**src/rtl/twiddle_stage.sv**
```systemverilog
// -----------------------------------------------------------------------------
// twiddle_stage
//
// Consumer side of a radix-2 SDF butterfly. Each block has 2*NUM_PAIR valid
// samples. The first NUM_PAIR samples are butterfly SUM outputs and pass
// through unchanged (multiplication by W^0). The next NUM_PAIR samples are
// DIFF outputs. Each DIFF sample k is multiplied by W_N^k, which an external
// asynchronous ROM supplies. The product is then rounded half-up and saturated
// back to WIDTH+1 bits.
//
// Pipeline: stage 1 registers the four partial products together with the
// bypass data and flags. Stage 2 forms the complex product, rounds it,
// saturates it and registers the outputs. An accepted sample comes out two
// registers later. No backpressure.
//
// Ports:
//   clk        clock
//   rst        synchronous, active-high reset
//   in_valid   input sample qualifier
//   in_re/im   signed WIDTH+1 input sample
//   tw_idx     twiddle ROM address (combinational from the sample counter)
//   tw_re/im   signed COEF_W ROM data for tw_idx, sampled with in_valid
//   out_valid  output qualifier
//   out_re/im  signed WIDTH+1 twiddled sample, zero when out_valid=0
//   sat        pulses with out_valid when either component clipped
//   blk_done   pulses with out_valid on the last sample of a block
// -----------------------------------------------------------------------------
module twiddle_stage #(
  parameter int WIDTH    = 12,
  parameter int NUM_PAIR = 16,
  parameter int COEF_W   = 10
) (
  input  logic                          clk,
  input  logic                          rst,
  input  logic                          in_valid,
  input  logic signed [WIDTH:0]         in_re,
  input  logic signed [WIDTH:0]         in_im,
  output logic [$clog2(NUM_PAIR)-1:0]   tw_idx,
  input  logic signed [COEF_W-1:0]      tw_re,
  input  logic signed [COEF_W-1:0]      tw_im,
  output logic                          out_valid,
  output logic signed [WIDTH:0]         out_re,
  output logic signed [WIDTH:0]         out_im,
  output logic                          sat,
  output logic                          blk_done
);

  // ---------------------------------------------------------------------------
  // Derived widths and constants
  // ---------------------------------------------------------------------------
  localparam int DW = WIDTH + 1;               // data width
  localparam int CW = $clog2(2 * NUM_PAIR);    // sample counter width
  localparam int IW = CW - 1;                  // twiddle index width
  localparam int PW = WIDTH + COEF_W + 1;      // partial product width
  localparam int SW = PW + 1;                  // sum/difference width
  localparam int SH = COEF_W - 2;              // 1.0 == 2^SH in the coefficients

  localparam logic [CW-1:0]        LAST    = CW'(2 * NUM_PAIR - 1);
  localparam logic signed [SW-1:0] RND     = SW'(1) << (COEF_W - 3);
  localparam logic signed [DW-1:0] OUT_MAX = {1'b0, {WIDTH{1'b1}}};
  localparam logic signed [DW-1:0] OUT_MIN = {1'b1, {WIDTH{1'b0}}};
  localparam logic signed [SW-1:0] SAT_MAX = SW'(OUT_MAX);
  localparam logic signed [SW-1:0] SAT_MIN = SW'(OUT_MIN);

  typedef struct packed {
    logic          clip;
    logic [DW-1:0] val;
  } sat_t;

  // Round half-up (add one half LSB, then floor shift) and clip to DW bits.
  function automatic sat_t round_sat(input logic signed [SW-1:0] x);
    logic signed [SW-1:0] r;
    sat_t                 o;
    r = (x + RND) >>> SH;
    o.clip = 1'b0;
    o.val  = r[DW-1:0];
    if (r > SAT_MAX) begin
      o.clip = 1'b1;
      o.val  = OUT_MAX;
    end else if (r < SAT_MIN) begin
      o.clip = 1'b1;
      o.val  = OUT_MIN;
    end
    return o;
  endfunction

  // ---------------------------------------------------------------------------
  // Sample counter and twiddle address
  // ---------------------------------------------------------------------------
  logic [CW-1:0] cnt;
  logic          half;   // 0: SUM half (bypass), 1: DIFF half (multiply)

  assign half = cnt[CW-1];

  // NOTE: in always_comb every output gets a default value before any
  // conditional assignment. A path that leaves a signal unassigned infers a latch.
  always_comb begin
    tw_idx = '0;
    if (half) tw_idx = cnt[IW-1:0];
  end

  // ---------------------------------------------------------------------------
  // Stage 1: control state (reset) and datapath registers (no reset)
  // ---------------------------------------------------------------------------
  logic v1;

  // NOTE: clocked state uses non-blocking assignments. Every register then
  // sees the pre-edge value of the others, whatever the statement order.
  // The block length is a power of two, so the counter wraps by itself
  // after the last DIFF sample.
  always_ff @(posedge clk) begin
    if (rst) begin
      cnt <= '0;
      v1  <= 1'b0;
    end else begin
      v1 <= in_valid;
      if (in_valid) cnt <= cnt + CW'(1);
    end
  end

  // Sign-extend the operands to the product width, so that each multiply is
  // exact at PW bits.
  logic signed [PW-1:0] in_re_x, in_im_x, tw_re_x, tw_im_x;
  assign in_re_x = PW'(in_re);
  assign in_im_x = PW'(in_im);
  assign tw_re_x = PW'(tw_re);
  assign tw_im_x = PW'(tw_im);

  logic signed [PW-1:0] p_rr, p_ii, p_ri, p_ir;
  logic signed [DW-1:0] re1, im1;
  logic                 byp1, last1;

  // NOTE: the datapath registers are left without a reset. Nothing reads them
  // unless v1 (which is reset) marks them as holding a live sample.
  always_ff @(posedge clk) begin
    if (in_valid) begin
      p_rr  <= in_re_x * tw_re_x;
      p_ii  <= in_im_x * tw_im_x;
      p_ri  <= in_re_x * tw_im_x;
      p_ir  <= in_im_x * tw_re_x;
      re1   <= in_re;
      im1   <= in_im;
      byp1  <= ~half;
      last1 <= (cnt == LAST);
    end
  end

  // ---------------------------------------------------------------------------
  // Stage 2: complex combine, round, saturate, register outputs
  // ---------------------------------------------------------------------------
  logic signed [SW-1:0] re_full, im_full;
  sat_t                 rs_re, rs_im;

  assign re_full = SW'(p_rr) - SW'(p_ii);
  assign im_full = SW'(p_ri) + SW'(p_ir);
  assign rs_re   = round_sat(re_full);
  assign rs_im   = round_sat(im_full);

  always_ff @(posedge clk) begin
    if (rst) begin
      out_valid <= 1'b0;
      out_re    <= '0;
      out_im    <= '0;
      sat       <= 1'b0;
      blk_done  <= 1'b0;
    end else begin
      out_valid <= v1;
      if (v1) begin
        blk_done <= last1;
        if (byp1) begin
          out_re <= re1;
          out_im <= im1;
          sat    <= 1'b0;
        end else begin
          out_re <= rs_re.val;
          out_im <= rs_im.val;
          sat    <= rs_re.clip | rs_im.clip;
        end
      end else begin
        out_re   <= '0;
        out_im   <= '0;
        sat      <= 1'b0;
        blk_done <= 1'b0;
      end
    end
  end

endmodule
```
**config.mk**
```make
export PLATFORM = sky130hd
export DESIGN_NAME = twiddle_stage
export DESIGN_NICKNAME = d
export VERILOG_FILES = /design/src/rtl/twiddle_stage.sv
export SDC_FILE = /design/constraint.sdc
export NUM_CORES = 2
export LEC_CHECK = 0
export ABC_AREA = 1
export CAP_MARGIN = 20
export CORE_AREA = 10 10 262 264
export DETAILED_ROUTE_END_ITERATION = 6
export DIE_AREA = 0 0 272 274
export PLACE_DENSITY = 0.74
export SYNTH_ARGS = -nofsm -noshare
export SYNTH_HDL_FRONTEND = slang
export SYNTH_SLANG_ARGS = --single-unit
```
**constraint.sdc**
```tcl
create_clock -name clk -period 17.7 [get_ports clk]
set_input_delay 3.54 -clock clk [delete_from_list [all_inputs] [get_ports clk]]
set_output_delay 3.54 -clock clk [all_outputs]
set_load 0.03 [all_outputs]
```
Yosys cells after proc, flatten, opt, wreduce, memory -nomap -nowiden --
Cells that the tools add are included.
Storage, ports and cells: output and inout port bits 33, bits in registers 155, logic and storage cells 41, bits of input ports 49
Cells by class: bitwise operators 3, mux-type cells 7, equal/unequal tests 1, add/subtract/negate cells 5, magnitude comparators 4, $mul 4, reduce and logical (&&, ||, !) cells 2
Operators by type and width (number):
- $mul 13x10->23 | 4
- $mux 14 | 4
- $add 24x9->24 const B | 2
- $gt 16x13->1 const B | 2
- $lt 16x13->1 const B | 2
- $mux 13 | 2
- $add 23x23->24 | 1
- $sub 23x23->24 | 1
- $add 5x1->5 const B | 1
- $eq 5x5->1 const B | 1
- $mux 4 | 1
- $reduce_or 3->1 | 1
- $not 1->1 | 2
- $reduce_or 2->1 | 1
- $or 1x1->1 | 1

Depth between registers and ports, before layout --
depth after elaboration 6, gate-level depth with buffers 23, depth with buffers taken out 21

Worst setup path after synthesis --
No wires, ideal clock.
kind input -> register, from input port tw_im[1], to register p_ii[19] (data pin), slack 9280 ps, data required time 17441 ps, stages on the path 22, arrival time 8161 ps, path buffers 2, setup time 259 ps, cell sequence clkbuf_1 clkbuf_1 nand2_1 fa_1 inv_1 fa_1 inv_1 fa_1 inv_1 fa_1 inv_1 fa_1 inv_1 ha_1 a21oi_1 o21ai_0 a21oi_1 o21ai_0 a21oi_1 nor2_1 nor2_1 xnor2_1
On the way: longest elaborated chain between the ends 1
RTL lines:
- start: declaration | RTL line 40 | input logic signed [COEF_W-1:0] tw_im,
- $mul 13x10->23 | RTL line 138 | p_ii <= in_im_x * tw_im_x;
- end signal: assignment | RTL line 138
- end: declaration | RTL line 129 | logic signed [PW-1:0] p_rr, p_ii, p_ri, p_ir;
No other way between the ends. A chain may end at the register's enable or synchronous reset.

Final worst setup path --
from input port tw_im[5], to register p_ii[19] (data pin)
Same word-level chain as after synthesis.

==> impl_metrics.yaml <==
floorplan:
  io_pins: 82
  die-height_microns: 274
  die_area_sq_um: 74530
  die_w_microns: 272
  num_rows: 93
  initial_utilization_pct: 45.35
  core_area_sq_um: 63650
timing:
  finClkSkew_ns: 0.01311
  worstMarginPinSlew_ns: 1.141
  hold_violations: 0
  period_needed_ns: 9.076
  rsz0062_at_grt: "false"
  fmax_mhz: 110.2
  final.setup.tns_ns: 0
  final_max_slew_viol_count: 0
  maxSlewHeadroom_pct: 23.70
  fin_crit_sh_pct: 51.27
  finalSetupViolCount: 0
clock_tree:
  clock_sinks: 155
  path_clk_slew_ns: 0.07
  cts_buffer_depth: 2
  cts_made_buffers: 17
  post_cts_resized: 0
  cts_tree: "yes"
  cts_setup_buffers: 0
  clock_latency_ns: 0.45
  cts_hold_buf: 0
  cts-root-buf: "clkbuf_16"
  htreeDepth: 4
worst_setup_path:
  crit_fanout: 26
  required_ns: 17.91
  r2r_cells: 12
  path_class: "in2reg"
  arrival_ns: 9.28
  start_kind: "primary input"
  worstReg2RegEnd: "sat"
  end_kind: "register"
  rrSetupSlack_ns: 14.71
  timing.rr.start: "p_ri[20]"
finish:
  layout-drive-gt1-share_pct: 4.599
  layout_common_cells: "990 x inv_1, 819 x nand2_1, 460 x fa_1"
  layout_commonest_cell: "inv_1"
  syn2layout_area_growth_pct: 8.075
  stdcell_count: 4445
  fin_util_pct: 49.02
  fillCellCount: 5937
  final_nets: 4392
  final_area_sq_um: 31200
routing:
  drc: 0
  drt_iter0_drc: 1749
  dr.pass1.iters: 6
  antenna_left: 0
  vias: 22344
  routed_wl_microns: 70910
  avgViaCountPerCell: 5.027
  wl_per_cell_microns: 15.95
global_route:
  grt_max_degree: 74
  use_met1_pct: 24.88
  grt_pass1_wl_microns: 116700
  gr-total-overflow: 0
  use_met2_pct: 32.39
  grt.busiest_layer: "met2"
  grt_use_total_pct: 19.50
  antenna_found_initial: 10
  grt_pass1_vias: 22917
  met3_usage_pct: 4.347
synth:
  yosys.area.top_type_share_pct: 31.90
  syn_area_sq_um: 28870
  yosysTopAreaCell: "fa_1"
  synthFlopType: "edfxtp_1"
  avgSynthCellArea_sq_um: 8.134
  syn_nets: 4366
  yosysWarnings: 0
  seq_area_frac_synth_pct: 14.91
  synth_edf_count: 120
  syn_inst: 3549
  async_reset_ff_share_pct: 0
  synth_area_leaders: "fa_1 32%, ha_1 13%, inv_1 13%"
  yosysUniqueCellTypes: 44
  ys_ff_latch: 155
flow_run:
  max-cap-violations: 0
worst_hold_path:
  worstHoldEndpoint: "blk_done"
  min_path_cells: 2
  hp-start: "last1"
  hold_path.class: "reg2reg"
place:
  finalWeightedCongestion: 0.9095
  placed_cell_area_sq_um: 30590
  io_buffers: 81
  dp.final_hpwl_microns: 56460
  place_inst: 4409
status:
  run_status: "finished, final reports clean"
## worst max path at each step
stage | from | endpoint | slack (ns) | cells past startpoint
floorplan | tw_im[1] | p_ii[19] | 9.28 | 22
global placement | tw_im[4] | p_ri[20] | 8.31 | 17
detailed placement | tw_im[4] | p_ri[20] | 8.16 | 17
CTS | tw_im[4] | p_ri[20] | 8.66 | 17
global route | tw_im[5] | p_ii[19] | 8.38 | 19
finish | tw_im[5] | p_ii[19] | 8.62 | 19
## flip-flops by register name, indices dropped and copies added (netlist names), 5 cells and up
register,flops
cnt,5
im1,13
out_im,13
out_re,13
p_ii,23
p_ir,23
p_ri,23
p_rr,23
re1,13
## cells by family after synthesis
kind of cell    share of synthesized area (%)
buf+inv                                 14.62
simple gates                            15.50
fa+ha+maj                               45.25
compound gates                          5.778
flops                                   14.91
xor+xnor                                3.944
## layer usage
metal,part of all wire [%],routed length [microns]
met1,41,29320
met2,46,32880
met3,9.4,6641
met4,2.8,1968
met5,0.14,100
## through the flow
stage	worst slack [ns]	hold slack, ns
6_report	8.624	0.4683
5_1_grt	8.380	0.5056
4_1_cts	8.657	0.4718
3_5_place_dp	8.162	0.4567
3_3_place_gp	8.311	0.4502
2_1_floorplan	9.280	0.4393
## final cells by class
type	instances	area (sq um)	share of cell area, %
flip-flops and latches	155	4304	13.80
inverters	995	3735	11.97
clock inverters	10	73.82	0.2366
clock buffers	22	486.7	1.560
diodes	2	5.005	0.01604
well taps	855	1070	3.429
multi-input cells	2281	20340	65.21
repair buffers	125	1181	3.786
## critical path: stages
cell and delay (ns):
clkdlybuf4s50_1 1.22, nand2_1 0.18, fa_1 0.55, inv_1 0.06, fa_1 0.57, fa_1 0.44
fa_1 0.49, inv_1 0.05, fa_1 0.47, inv_1 0.04, ha_1 0.34, nand2_1 0.11
o21ai_0 0.18, a21oi_1 0.08, o21ai_0 0.47, a21oi_1 0.19, nor2_1 0.13, nor2_1 0.06
xnor2_1 0.11
## synthesized netlist by cell type (all sizes together), types with 35 or more instances
master,number
clkbuf,111
nand3,50
xor2,66
nor2,140
dfxtp,35
nand2,855
a21oi,159
edfxtp,120
xnor2,64
fa,460
inv,994
ha,308
o21ai,82
Power is not shown: default switching activity piles up to over one toggle a cycle in this logic, so the estimate is an artifact.
